<file path="src/rtl/alarm_program_ctrl.sv">
// alarm_program_ctrl
// Alarm program-mode sequencer: loads the four digit counters, moves edit focus
// HT -> HU -> MT -> MU, forwards add/sub pulses to the focused digit, range-checks
// the edited time and commits it to the stored alarm.
// Optional build macro: PROG_TIMEOUT_EN enables an idle auto-abort after
// TIMEOUT_CYCLES button-free cycles in an edit state.
//
// Handshake: every button input is a 1-cycle pulse sampled on posedge i_clk. Every
// output is registered. o_cnt_add/o_cnt_sub, o_commit and o_err are single-cycle
// pulses; o_cnt_load_n is low for exactly one cycle. Same-cycle priority is
// prog > next > add > sub, and losing buttons are dropped.
// o_state exposes the FSM state for debug:
// 0=IDLE 1=LOAD 2=E_HT 3=E_HU 4=E_MT 5=E_MU 6=CHECK.
module alarm_program_ctrl #(
    parameter int WIDTH          = 4,
    parameter int HOUR_MAX       = 23,
    parameter int MIN_TENS_MAX   = 5,
    parameter int TIMEOUT_CYCLES = 30000
) (
    input  logic               i_clk,
    input  logic               i_rst_n,
    input  logic               i_prog_btn,
    input  logic               i_next_btn,
    input  logic               i_add_btn,
    input  logic               i_sub_btn,
    input  logic [4*WIDTH-1:0] i_edit_digits,
    output logic               o_cnt_load_n,
    output logic [3:0]         o_cnt_en,
    output logic               o_cnt_add,
    output logic               o_cnt_sub,
    output logic               o_prog_active,
    output logic [4*WIDTH-1:0] o_alarm_time,
    output logic               o_alarm_valid,
    output logic               o_commit,
    output logic               o_err,
    output logic [2:0]         o_state
);

    typedef enum logic [2:0] {
        S_IDLE  = 3'd0,
        S_LOAD  = 3'd1,
        S_E_HT  = 3'd2,
        S_E_HU  = 3'd3,
        S_E_MT  = 3'd4,
        S_E_MU  = 3'd5,
        S_CHECK = 3'd6
    } state_t;

    localparam logic [4:0]       LP_HOUR_MAX = 5'(HOUR_MAX);
    localparam logic [WIDTH-1:0] LP_MT_MAX   = WIDTH'(MIN_TENS_MAX);

    state_t             r_state;
    state_t             w_next_state;
    logic               r_cnt_load_n;
    logic [3:0]         r_cnt_en;
    logic               r_cnt_add;
    logic               r_cnt_sub;
    logic               r_prog_active;
    logic [4*WIDTH-1:0] r_alarm_time;
    logic               r_alarm_valid;
    logic               r_commit;
    logic               r_err;

    logic               w_add;
    logic               w_sub;
    logic               w_commit;
    logic               w_err;
    logic               w_timeout;
    logic               w_range_ok;
    logic [3:0]         w_en_next;
    logic [4:0]         w_hours;
    logic [WIDTH-1:0]   w_ht;
    logic [WIDTH-1:0]   w_hu;
    logic [WIDTH-1:0]   w_mt;

    assign w_ht = i_edit_digits[4*WIDTH-1:3*WIDTH];
    assign w_hu = i_edit_digits[3*WIDTH-1:2*WIDTH];
    assign w_mt = i_edit_digits[2*WIDTH-1:WIDTH];

    // Hours are formed at 5 bits, so out-of-range tens digits wrap rather than widen.
    assign w_hours    = 5'(w_ht) * 5'd10 + 5'(w_hu);
    assign w_range_ok = (w_hours <= LP_HOUR_MAX) && (w_mt <= LP_MT_MAX);

`ifdef PROG_TIMEOUT_EN
    localparam int              LP_CW      = $clog2(TIMEOUT_CYCLES + 1);
    localparam logic [LP_CW-1:0] LP_TO_LAST = LP_CW'(TIMEOUT_CYCLES - 1);

    logic [LP_CW-1:0] r_idle_cnt;
    logic             w_is_edit;
    logic             w_any_btn;

    assign w_is_edit = (r_state == S_E_HT) || (r_state == S_E_HU) ||
                       (r_state == S_E_MT) || (r_state == S_E_MU);
    assign w_any_btn = i_prog_btn | i_next_btn | i_add_btn | i_sub_btn;
    assign w_timeout = w_is_edit && !w_any_btn && (r_idle_cnt == LP_TO_LAST);

    // Count consecutive button-free cycles spent in an edit state.
    always_ff @(posedge i_clk or negedge i_rst_n) begin
        if (!i_rst_n) begin
            r_idle_cnt <= '0;
        end else if (!w_is_edit || w_any_btn || w_timeout) begin
            r_idle_cnt <= '0;
        end else begin
            r_idle_cnt <= r_idle_cnt + 1'b1;
        end
    end
`else
    // Without the timeout option edit states hold until a button arrives.
    assign w_timeout = 1'b0;
`endif

    // Next-state and next-pulse decode with fixed button priority.
    always_comb begin
        w_next_state = r_state;
        w_add        = 1'b0;
        w_sub        = 1'b0;
        w_commit     = 1'b0;
        w_err        = 1'b0;
        case (r_state)
            S_IDLE: begin
                if (i_prog_btn) w_next_state = S_LOAD;
            end
            S_LOAD: begin
                w_next_state = S_E_HT;
            end
            S_E_HT, S_E_HU, S_E_MT, S_E_MU: begin
                if (i_prog_btn) begin
                    w_next_state = S_IDLE;
                end else if (i_next_btn) begin
                    case (r_state)
                        S_E_HT:  w_next_state = S_E_HU;
                        S_E_HU:  w_next_state = S_E_MT;
                        S_E_MT:  w_next_state = S_E_MU;
                        default: w_next_state = S_CHECK;
                    endcase
                end else if (i_add_btn) begin
                    w_add = 1'b1;
                end else if (i_sub_btn) begin
                    w_sub = 1'b1;
                end else if (w_timeout) begin
                    w_next_state = S_IDLE;
                    w_err        = 1'b1;
                end
            end
            S_CHECK: begin
                if (w_range_ok) begin
                    w_commit     = 1'b1;
                    w_next_state = S_IDLE;
                end else begin
                    w_err        = 1'b1;
                    w_next_state = S_E_HT;
                end
            end
            default: w_next_state = S_IDLE;
        endcase
    end

    // One-hot digit enable for the state being entered.
    always_comb begin
        w_en_next = 4'b0000;
        case (w_next_state)
            S_E_HT:  w_en_next = 4'b1000;
            S_E_HU:  w_en_next = 4'b0100;
            S_E_MT:  w_en_next = 4'b0010;
            S_E_MU:  w_en_next = 4'b0001;
            default: w_en_next = 4'b0000;
        endcase
    end

    // State register plus registered outputs decoded from the next state.
    always_ff @(posedge i_clk or negedge i_rst_n) begin
        if (!i_rst_n) begin
            r_state       <= S_IDLE;
            r_cnt_load_n  <= 1'b1;
            r_cnt_en      <= 4'b0000;
            r_cnt_add     <= 1'b0;
            r_cnt_sub     <= 1'b0;
            r_prog_active <= 1'b0;
            r_alarm_time  <= '0;
            r_alarm_valid <= 1'b0;
            r_commit      <= 1'b0;
            r_err         <= 1'b0;
        end else begin
            r_state       <= w_next_state;
            r_cnt_load_n  <= (w_next_state != S_LOAD);
            r_cnt_en      <= w_en_next;
            r_cnt_add     <= w_add;
            r_cnt_sub     <= w_sub;
            r_prog_active <= (w_next_state != S_IDLE);
            r_commit      <= w_commit;
            r_err         <= w_err;
            if (w_commit) begin
                r_alarm_time  <= i_edit_digits;
                r_alarm_valid <= 1'b1;
            end
        end
    end

    assign o_cnt_load_n  = r_cnt_load_n;
    assign o_cnt_en      = r_cnt_en;
    assign o_cnt_add     = r_cnt_add;
    assign o_cnt_sub     = r_cnt_sub;
    assign o_prog_active = r_prog_active;
    assign o_alarm_time  = r_alarm_time;
    assign o_alarm_valid = r_alarm_valid;
    assign o_commit      = r_commit;
    assign o_err         = r_err;
    assign o_state       = r_state;

endmodule
</file>
<file path="config.mk">
export PLATFORM = sky130hd
export DESIGN_NAME = alarm_program_ctrl
export DESIGN_NICKNAME = d
export VERILOG_FILES = /design/src/rtl/alarm_program_ctrl.sv
export SDC_FILE = /design/constraint.sdc
export NUM_CORES = 1
export LEC_CHECK = 0
export BUFFER_PORTS_ARGS = -buffer_cell sky130_fd_sc_hd__buf_4
export CELL_PAD_IN_SITES_DETAIL_PLACEMENT = 0
export CELL_PAD_IN_SITES_GLOBAL_PLACEMENT = 1
export CORE_UTILIZATION = 34
export DETAILED_ROUTE_END_ITERATION = 16
export GPL_ROUTABILITY_DRIVEN = 0
export GPL_TIMING_DRIVEN = 0
export PLACE_DENSITY_LB_ADDON = 0.1
export SLEW_MARGIN = 20
export SYNTH_ARGS = -nofsm -noshare
export SYNTH_HDL_FRONTEND = slang
export SYNTH_SLANG_ARGS = --single-unit
</file>
<file path="constraint.sdc">
create_clock -name i_clk -period 1.8 [get_ports i_clk]
set_clock_uncertainty 0.05 [all_clocks]
set_input_delay 0.09 -clock i_clk [delete_from_list [all_inputs] [get_ports i_clk]]
set_output_delay 0.09 -clock i_clk [all_outputs]
set_load 0.01 [all_outputs]
</file>
# [Word-level counts from Yosys, hierarchy flattened]
# Cells that the tools add are included.
[op_classes] n_addsub=1 mul=1 order_cmp=2 eq_ne=11 n_mux=20 n_reduce_logical=4
[ops] cell="4-bit one-hot mux with 4 select lines" n=1
[ops] cell="3-bit equality test (second input constant)" n=5
[ops] cell="1-bit two-way mux" n=13
[ops] cell="3-bit by 2-bit equality test with 1-bit output (second input constant)" n=4
[ops] cell="3-bit one-hot mux with 4 select lines" n=1
[ops] cell="3-bit two-way mux" n=3
[ops] cell="3-bit one-hot mux with 3 select lines" n=1
[ops] cell="5-bit by 4-bit adder with 5-bit output" n=1
[ops] cell="5-bit <= comparator (second input constant)" n=1
[ops] cell="4-bit by 3-bit <= comparator with 1-bit output (second input constant)" n=1
[ops] cell="4-bit by 3-bit multiplier with 4-bit output (second input constant)" n=1
[ops] cell="4-bit OR reduction" n=1
[ops] cell="3-bit by 1-bit equality test with 1-bit output (second input constant)" n=1
[ops] cell="3-bit logical NOT" n=1
[ops] cell="3-bit by 1-bit inequality test with 1-bit output (second input constant)" n=1
[ops] cell="3-bit nonzero test" n=1
[ops] cell="2-bit two-way mux" n=1
[ops] cell="1-bit logical AND" n=1
[totals] regBits=30 input_bits=22 word_cells=49

# [Depth between registers and ports, before layout]
# Gate-level depths: netlist (run 1).
[logic_depth] ltp_word=8 depth_mapped=9

# [Worst setup path after synthesis (run 1)]
# Ideal clock, no wire load.
[synth_path] path_kind="register -> register" start="register r_state[2] (netlist: o_state[2])" end="register r_prog_active (netlist: o_prog_active)" setup_ns=0.131 arrival_ns=1.916 required_ns=1.619 setup_slack_ns=-0.297 path_stages_with_launch=10 n_path_buf=1 path_cell_list="dfrtp_1 inv_1 ha_1 nand2b_1 clkbuf_1 a211o_1 a21oi_1 o21ai_1 inv_1 or3_1"
[synth_via] elab_chain_cells=6 elab_cells_between_ends=14 cone_classes="6 x eq/ne; 5 x mux; 3 x reduce/logical"
[synth_lines] element="start, declared" line="52" text="state_t r_state;"
[synth_lines] element="start signal, assigned" line="184" text="r_state <= w_next_state;"
[synth_lines] element="3-bit equality test or 3-bit by 2-bit equality test with 1-bit output (tied branches)" line="119, 130"
[synth_lines] element="3-bit one-hot mux with 3 select lines" line="130" text="case (r_state)"
[synth_lines] element="3-bit two-way mux" line="129" text="end else if (i_next_btn) begin"
[synth_lines] element="3-bit two-way mux" line="127" text="if (i_prog_btn) begin"
[synth_lines] element="3-bit one-hot mux with 4 select lines (*)" line="119" text="case (r_state)"
[synth_lines] element="named net w_next_state[0]" line="53" text="state_t w_next_state;"
[synth_lines] element="3-bit nonzero test (*)" line="189" text="r_prog_active <= (w_next_state != S_IDLE);"
[synth_lines] element="end signal, assigned" line="189"
[synth_lines] element="end, declared" line="58" text="logic r_prog_active;"
# Mark *: on every way through the listed nets, which the timed path passes. The rest lies on a longest branch.
# A chain may end at the register's enable or synchronous reset.

# [Worst setup path in the final report (run 1)]
[layout_path] start="register r_state[1] (netlist: o_state[1])" end="register r_prog_active (netlist: o_prog_active)"
# Same word-level chain as after synthesis.

==> results.txt, run 1 <==
The final setup violation count came out at 0. The analysis attributes to cell leakage a power of 1.16 nW. The met2 routed wirelength came out at ~1600 um. The depth of the CTS H-tree came out at 2. The run finished with clean final reports. The detailed route wirelength on metal3 came out at 189 um.

The CTS tree is built. The summed negative setup slack over all endpoints came out at 0 ns. The total number of vias came out at ~1100. The initial DRC count came out at 33. The region available for standard cell placement spans 0.00377 mm2. The number of register bits inferred by synthesis came out at 30.

The HPWL after detailed placement is around 2300 um. The clock transition time at the flip-flop clock pins of the worst setup and hold paths came out at around 0.060 ns. IR analysis of the VDD net gives a maximum drop of 520 uV. The worst path required time came out at about 1.9 ns. The vias per cell came out at 4.71. The gate count after technology mapping is 105. The final net count came out at approximately 210. The aggregate routed wire length is between 3000 and 4000 um.

In this run the mean area of a mapped cell was 13.2 um2. The area growth from synthesis to layout came out at 66.5%. The total global routing track utilization came out at 0.159. The top achievable clock speed is 560 MHz. The max-capacitance violation count is 0. The setup path with the least slack is of type flop to flop. The share of the yosys chip area belonging to registers is 0.543.

The number of max-slew violations in the final report was 0. The number of I/O pins came out at 52. Summed over all layers, the global routing overflow is 0. The time the worst path needs with I/O delays and setup is roughly 1.8 ns. The clock sink total is 30. The worst hold path terminates at o_alarm_time[14].

The slowest stage of the critical path is the sky130_fd_sc_hd__dfrtp_2 cell. The met1 wire length came out at roughly 1500 um. The distinct cell type count of the synthesized netlist came out at 34. The final number of hold-violating endpoints is 0. The power per cell area is about 1200 mW/mm2. By area the synthesized netlist is led by sky130_fd_sc_hd__dfrtp_1 52%, sky130_fd_sc_hd__mux2_4 7.6%, sky130_fd_sc_hd__mux2_2 6.5%, sky130_fd_sc_hd__ha_1 4.5%, sky130_fd_sc_hd__nand2b_1 2.7%.

The first global-routing pass estimated about 5000 um of wire. In this run the horizontal extent of the chip is approximately 66 um. The via count of the first global-routing pass was between 1000 and 1500. The transition time at the pin with the least slew margin came out at 0.382 ns. The post-detailed-route DRC marker count came out at 0. The most prevalent standard cell on the critical path is sky130_fd_sc_hd__inv_2. The maximum fanout count along the critical path is 4. In this design, the stage delay of the slowest critical-path cell is 0.42 ns. In this run the core area contains 22 standard-cell rows. When the netlist entered floorplanning its net count stood at 133. The number of antenna repair diodes is 0. Setup slack on the worst reg-to-reg path comes out at between 0.015 and 0.02 ns. The pre-antenna-repair detailed-routing pass consisted of 4 iterations. At the later pin of the worst-skew pair, clock insertion delay measures approximately 0.28 ns. The pin count of the biggest net entering global routing is 31. The reg-to-reg startpoint is o_state[1].

The top cell type's share of synthesized area came out at 0.524. The number of antenna violations at the first check in global routing is 0. For the worst flop-to-flop path, the logic depth is 6.

Setup repair after global routing could not meet its margin everywhere. The die is around 66 um tall. The die covers 0.00433 mm2. The sequential cell area in the final layout came out at about 760 um2. In this run the most critical hold path is launched from i_edit_digits[14]. The cell area after synthesis came out at approximately 0.0014 mm2. The area used by multi-input combinational logic came out at around 720 um2. The endpoint of the lowest-slack register-to-register path is o_prog_active. The detail-routed net length per standard cell is between 10 and 15 um. The final antenna-violating net count is 0. The minimum setup slack after placement came out at -0.251 ns.

The cell count of the worst hold path is 2. The top flip-flop cell by instance count after synthesis is sky130_fd_sc_hd__dfrtp_1. The number of buffers between clock root and the deepest sink is 2. During synthesis, Yosys emitted a total of 0 warnings. The worst hold path belongs to the class primary input to flop.

STA classifies the critical path endpoint as a flop. The cell sitting at the root of the clock tree is a sky130_fd_sc_hd__clkbuf_8. The share of synthesized flip-flops with an asynchronous set or reset came out at 1.00.

The fraction of final layout cells with drive strength greater than 1 is 0.613. The part of the cycle the worst path needs came out at 0.991. Walking the worst path, the cells encountered are inv_2 -> ha_4 -> or3_4 -> o21ai_2 -> inv_2 -> or3_1. The filler cell count is about 310.

The number of flops mapped to enable cells by yosys is 0. The final worst slack came out at between 0.015 and 0.02 ns. The initial utilization of the core area, before any placement, comes to 0.367. sky130_fd_sc_hd__dfrtp_1 takes more of the synthesized area than any other cell. The worst setup path is launched from a flop. The clock buffer count from CTS is 5.

The number of port buffers is 50. At the worst endpoint, the arrival time is 1.89 ns. Headroom to the max-slew limit came out at 0.746. In this run the top signal layer used is met4.
[critical path, delay by kind of cell (launching register included)]
kind / cells / cell delay, ns
compound gates: 1 / 0.11
flops: 1 / 0.42
fa+ha+maj: 1 / 0.21
simple gates: 2 / 0.72
buf+inv: 2 / 0.16
[timing repair]
item	CTS	global route
gates resized for setup	9	15
cloned	0	2
pin swaps	3	12
buffers inserted	6	6
hold buffers	9	1
hold endpoints to repair	38	1
endpoints found under the setup margin	14	13
[power breakdown]
| group | switching, mW | total [mW] | internal (mW) |
|---|---|---|---|
| sequential | 0.0843 | 0.928 | 0.844 |
| combinational | 0.499 | 1.14 | 0.639 |
| clock | 0.236 | 0.649 | 0.413 |
| total | 0.819 | 2.72 | 1.90 |
[kinds of logic after synthesis]
family	synth area share
buffers and inverters	0.0380
XOR/XNOR	0.0226
AND/OR/NAND/NOR	0.126
multiplexers	0.141
AO/OA/AOI/OAI	0.0696
flip-flops	0.543
adder cells (fa/ha/maj)	0.0597
[metrics by stage]
step / instances / utilization / hold WS (ns) / total power [mW] / area, um2
finish: 234 / 0.611 / 0.00482 / 2.72 / 2300
detailed placement: 203 / 0.497 / -0.00995 / 1.81 / 1880
global route: 234 / 0.611 / 0.00491 / 2.87 / 2300
floorplan: 105 / - / -0.256 / 1.41 / 1440
CTS: 226 / 0.570 / 0.000439 / 2.60 / 2150
global placement: 203 / 0.497 / -0.0165 / 1.78 / 1880
[flip-flops by register name, indices dropped and copies added (netlist names)]
name and cells:
o_state 3, o_alarm_time 16, o_cnt_sub 1, o_prog_active 1, o_cnt_en 4, o_cnt_add 1, o_cnt_load_n 1, o_err 1
o_commit 1, o_alarm_valid 1
[cell usage in the layout (no fill, tap or decap), types with 2 or more instances in the layout]
| cell | synthesis | routed |
|---|---|---|
| sky130_fd_sc_hd__mux2_2 | 8 | 8 |
| sky130_fd_sc_hd__nand2b_1 | 6 | 4 |
| sky130_fd_sc_hd__nor3b_1 | 3 | 3 |
| sky130_fd_sc_hd__a21oi_1 | 6 | 3 |
| sky130_fd_sc_hd__nand2_1 | 2 | 2 |
| sky130_fd_sc_hd__nand4b_1 | 2 | 2 |
| sky130_fd_sc_hd__ha_1 | 5 | 2 |
| sky130_fd_sc_hd__dfrtp_2 | 0 | 3 |
| sky130_fd_sc_hd__clkbuf_1 | 2 | 3 |
| sky130_fd_sc_hd__dlygate4sd3_1 | 0 | 10 |
| sky130_fd_sc_hd__ha_4 | 0 | 3 |
| sky130_fd_sc_hd__a21oi_2 | 1 | 2 |
| sky130_fd_sc_hd__clkbuf_8 | 0 | 5 |
| sky130_fd_sc_hd__buf_6 | 1 | 3 |
| sky130_fd_sc_hd__dfrtp_1 | 29 | 26 |
| sky130_fd_sc_hd__a21oi_4 | 0 | 2 |
| sky130_fd_sc_hd__inv_1 | 5 | 2 |
| sky130_fd_sc_hd__mux2_4 | 7 | 7 |
| sky130_fd_sc_hd__nor2_1 | 3 | 2 |
| sky130_fd_sc_hd__nand3_2 | 0 | 2 |
| sky130_fd_sc_hd__buf_4 | 0 | 60 |
| sky130_fd_sc_hd__inv_2 | 0 | 2 |
| sky130_fd_sc_hd__nand2b_4 | 0 | 2 |
[metal layers]
metal  up-vias  GRT usage
met4         0     0.0815
met1       531      0.197
li1        528          -
met3         8     0.0448
met5         -          0
met2        36      0.251
[area by class of cell]
type / instances / area share
clock buffer: 7 / 0.0331
buffer: 3 / 0.0152
tap: 48 / 0.0261
clock inverter: 1 / 0.0130
inverter: 5 / 0.00923
multi-input combinational: 66 / 0.313
sequential: 30 / 0.328
timing repair buffer: 74 / 0.262
[cells in the mapped netlist, types with 2 or more instances]
| library cell | n |
|---|---|
| sky130_fd_sc_hd__or3_1 | 2 |
| sky130_fd_sc_hd__nor2_1 | 3 |
| sky130_fd_sc_hd__nand2_1 | 2 |
| sky130_fd_sc_hd__ha_1 | 5 |
| sky130_fd_sc_hd__nor4_1 | 2 |
| sky130_fd_sc_hd__inv_1 | 5 |
| sky130_fd_sc_hd__nand4b_1 | 2 |
| sky130_fd_sc_hd__nand3_1 | 3 |
| sky130_fd_sc_hd__clkbuf_1 | 2 |
| sky130_fd_sc_hd__mux2_4 | 7 |
| sky130_fd_sc_hd__a21oi_1 | 6 |
| sky130_fd_sc_hd__nor3b_1 | 3 |
| sky130_fd_sc_hd__dfrtp_1 | 29 |
| sky130_fd_sc_hd__nor4b_1 | 2 |
| sky130_fd_sc_hd__nand2b_1 | 6 |
| sky130_fd_sc_hd__mux2_2 | 8 |
[worst max-delay path by stage]
stage | startpoint | to | slack (ns) | cells after the start
floorplan | o_state[2] | o_prog_active | -0.05 | 9
global placement | i_edit_digits[12] | o_alarm_time[0] | -0.23 | 10
detailed placement | i_edit_digits[12] | o_alarm_time[1] | -0.25 | 10
CTS | o_state[1] | o_prog_active | 0.01 | 8
global route | o_state[1] | o_prog_active | -0.07 | 8
finish | o_state[1] | o_prog_active | 0.02 | 6
Note: power is estimated with default switching activity, not from simulation.
==> inputs of run 2 (changes only) <==
--- a/config.mk
+++ b/config.mk
@@ -8,7 +8,9 @@
 export BUFFER_PORTS_ARGS = -buffer_cell sky130_fd_sc_hd__buf_4
 export CELL_PAD_IN_SITES_DETAIL_PLACEMENT = 0
 export CELL_PAD_IN_SITES_GLOBAL_PLACEMENT = 1
-export CORE_UTILIZATION = 34
+export CORE_UTILIZATION = 35
+export CTS_BUF_LIST = sky130_fd_sc_hd__clkbuf_4 sky130_fd_sc_hd__clkbuf_8
+export CTS_CLUSTER_SIZE = 16
 export DETAILED_ROUTE_END_ITERATION = 16
 export GPL_ROUTABILITY_DRIVEN = 0
 export GPL_TIMING_DRIVEN = 0
==> run 2 against run 1 <==
Compared with the run above:
- hold slack better by 0.0084 ns
- global-route usage is 1.1 points higher
- first-iteration DRC count is 18% higher
- die area is 2.8% lower
- via count is 0.54% lower
- cell area is 4.6% lower
- critical path type unchanged
==> results.txt, run 2 (synthesis gave the netlist of run 1 again) <==
The run finished with clean final reports. The part of the total power dissipated in combinational logic is 0.432. The max-capacitance violation count is 0.

Setup slack on the critical path of the routed design comes to ~0.017 ns. 0 antenna diodes ended up in the layout. The clock share of power came out at 0.214. The wire-length estimate of the detail-placed layout is 2250 um.

The final antenna-violating net count is 0. For this block, the routed nets add up to 3390 um of wire. The total global routing track utilization came out at 0.170.

The fraction of final layout cells with drive strength greater than 1 is 0.608. The top achievable clock speed came out at approximately 560 MHz. For this run, the post-layout net count is 208. The region available for standard cell placement spans approximately 0.0037 mm2. The total number of vias is 1097. The clock passes through at most 2 buffers. The minimum setup slack after placement is -0.258 ns. The clock insertion delay at the later pin of the skew report is between 0.2 and 0.3 ns. The area of the die is around 0.0042 mm2.

The reported leakage power is 1.11 nW. In this run the core area contains 22 standard-cell rows. The share of total power dissipated in sequential elements is 0.354. The depth of the worst register-to-register path came out at 5.

The vias per cell is roughly 4.8. The worst setup path is launched from a flop. The peak supply drop is 707 uV. The cell count of the worst hold path is 2. The headroom to the max-slew limit came out at 0.700.

The via count of the first global-routing pass is roughly 1200. The filler cell count came out at 308. The pre-antenna-repair detailed-routing pass consisted of 4 iterations.

The net switching share of the total power came out at 0.316. Power comes to 2.61 mW. The endpoint type of the worst setup path is a flop. The leading cell type in the layout, fill and taps excluded is sky130_fd_sc_hd__buf_4.

The clock transition time at the flip-flop clock pins of the worst setup and hold paths is around 0.07 ns. The worst path required time came out at approximately 1.9 ns. The maximum fanout count along the critical path came out at 6.

The switching power is around 800 uW. The clock buffer count from CTS came out at 5. The detailed router finished its first iteration with 39 violations.

The post-detailed-route DRC marker count is 0. The top cell types in the final layout, fill and taps aside, are 60 x sky130_fd_sc_hd__buf_4, 26 x sky130_fd_sc_hd__dfrtp_1, 10 x sky130_fd_sc_hd__dlygate4sd3_1. TritonCTS built the clock tree. The global-route wire length before repair came out at 5240 um. The setup path with the least slack is of type flop to flop. The overall die height is about 65 um. The final setup violation count came out at 0.

The power per cell area came out at 1190 mW/mm2. In the finished design, the share of the clock period the worst path needs comes to 0.991. The cell sitting at the root of the clock tree is a sky130_fd_sc_hd__clkbuf_8.

The number of I/O pins came out at 52. The critical path data arrival time is between 1.5 and 2 ns. The width of the die came out at roughly 65 um. The final number of hold-violating endpoints is 0. The clock sink total is 30. The number of port buffers is 50. The startpoint identified for the worst register-to-register timing path is o_state[2].

The pin count of the biggest net entering global routing came out at 31. The area growth from synthesis to layout came out at 58.8%. The share of the core filled with cells is 0.591. The number of antenna violations at the first check in global routing is 0. The transition time at the pin with the least slew margin is 0.449 ns.

The worst path needs 1.78 ns of the cycle, external delays included. The tightest hold margin is 0.0132 ns. The H-tree generated during clock tree synthesis spans 2 levels. The detail-routed net length per standard cell came out at between 10 and 15 um.

The number of max-slew violations in the final report came out at 0. The remaining global-route overflow came out at 0. Cell internal power was estimated by the tool at between 1.5 and 2 mW. The start point of the worst min-delay path is i_edit_digits[5]. Tracing the worst setup path back leads to its startpoint at o_state[2]. In this run the worst hold path is classified as primary input to flop.

The initial utilization of the core area, before any placement, comes to 0.372. The flip-flop count of the largest register, all copies and words added came out at 16. Setup repair after global routing could not meet its margin everywhere.
-- run 2: cell count changes in the layout (fill, tap and decap cells not counted), sizes merged --
cell,previous run,this run
bufinv,1,0
clkinv,0,1
buf,65,61
clkinvlp,0,1
clkbuf,9,7
-- run 2: through the flow --
step | cell area (um2) | setup TNS (ns) | cells
2_1_floorplan | 1440 | -0.122 | 105
3_3_place_gp | 1880 | -3.12 | 203
3_5_place_dp | 1880 | -3.60 | 203
4_1_cts | 2150 | -0.0226 | 229
5_1_grt | 2200 | -0.0578 | 229
6_report | 2200 | 0 | 229
-- run 2: worst max-delay path, cell delays in order (launching register included) --
cell	delay (ns)
sky130_fd_sc_hd__dfrtp_2	0.42
sky130_fd_sc_hd__inv_2	0.08
sky130_fd_sc_hd__ha_4	0.21
sky130_fd_sc_hd__or3_4	0.38
sky130_fd_sc_hd__a21boi_4	0.17
sky130_fd_sc_hd__or3_1	0.34
-- run 2: per-layer routing --
layer,share of wire,track usage,up-vias,wire length (um)
met5,0,0,-,0
met4,0.014,0.0583,0,48
met3,0.056,0.0546,6,189
met2,0.53,0.319,38,1810
met1,0.40,0.173,537,1340
li1,-,-,516,-
-- run 2: final timing paths --
path	endpoint	slack [ns]
hold / removal	o_alarm_time[5]	0.01
hold reg to reg	o_alarm_valid	0.42
setup reg to reg	o_prog_active	0.02
setup / recovery	o_prog_active	0.02
max in group asynchronous	o_cnt_load_n	1.15
min in group asynchronous	o_alarm_valid	0.24
-- run 2: power by group through the flow --
| stage | logic, mW | registers, mW | clock network [mW] |
|---|---|---|---|
| floorplan | 0.387 | 1.02 | 0 |
| global placement | 0.826 | 0.955 | 0 |
| detailed placement | 0.840 | 0.963 | 0 |
| CTS | 1.00 | 0.923 | 0.585 |
| global route | 1.20 | 0.943 | 0.606 |
| finish | 1.12 | 0.924 | 0.558 |
-- run 2: cell type report --
type / instances / area (um2) / share of cell area
plain buffers: 2 / 15.0 / 0.00683
clock buffers: 6 / 82.6 / 0.0376
clock inverters: 2 / 12.5 / 0.00569
inverters: 5 / 18.8 / 0.00854
multi-input cells: 66 / 702 / 0.319
flip-flops and latches: 30 / 756 / 0.344
well taps: 48 / 60.1 / 0.0273
repair buffers: 70 / 551 / 0.251
-- run 2: timing repair --
item	4_1_cts	5_1_grt
cloned	0	0
setup buffers	8	2
pin swaps	3	7
gates resized for setup	6	12
setup endpoints to repair	13	13
hold endpoints to repair	39	0
hold buffers	10	0
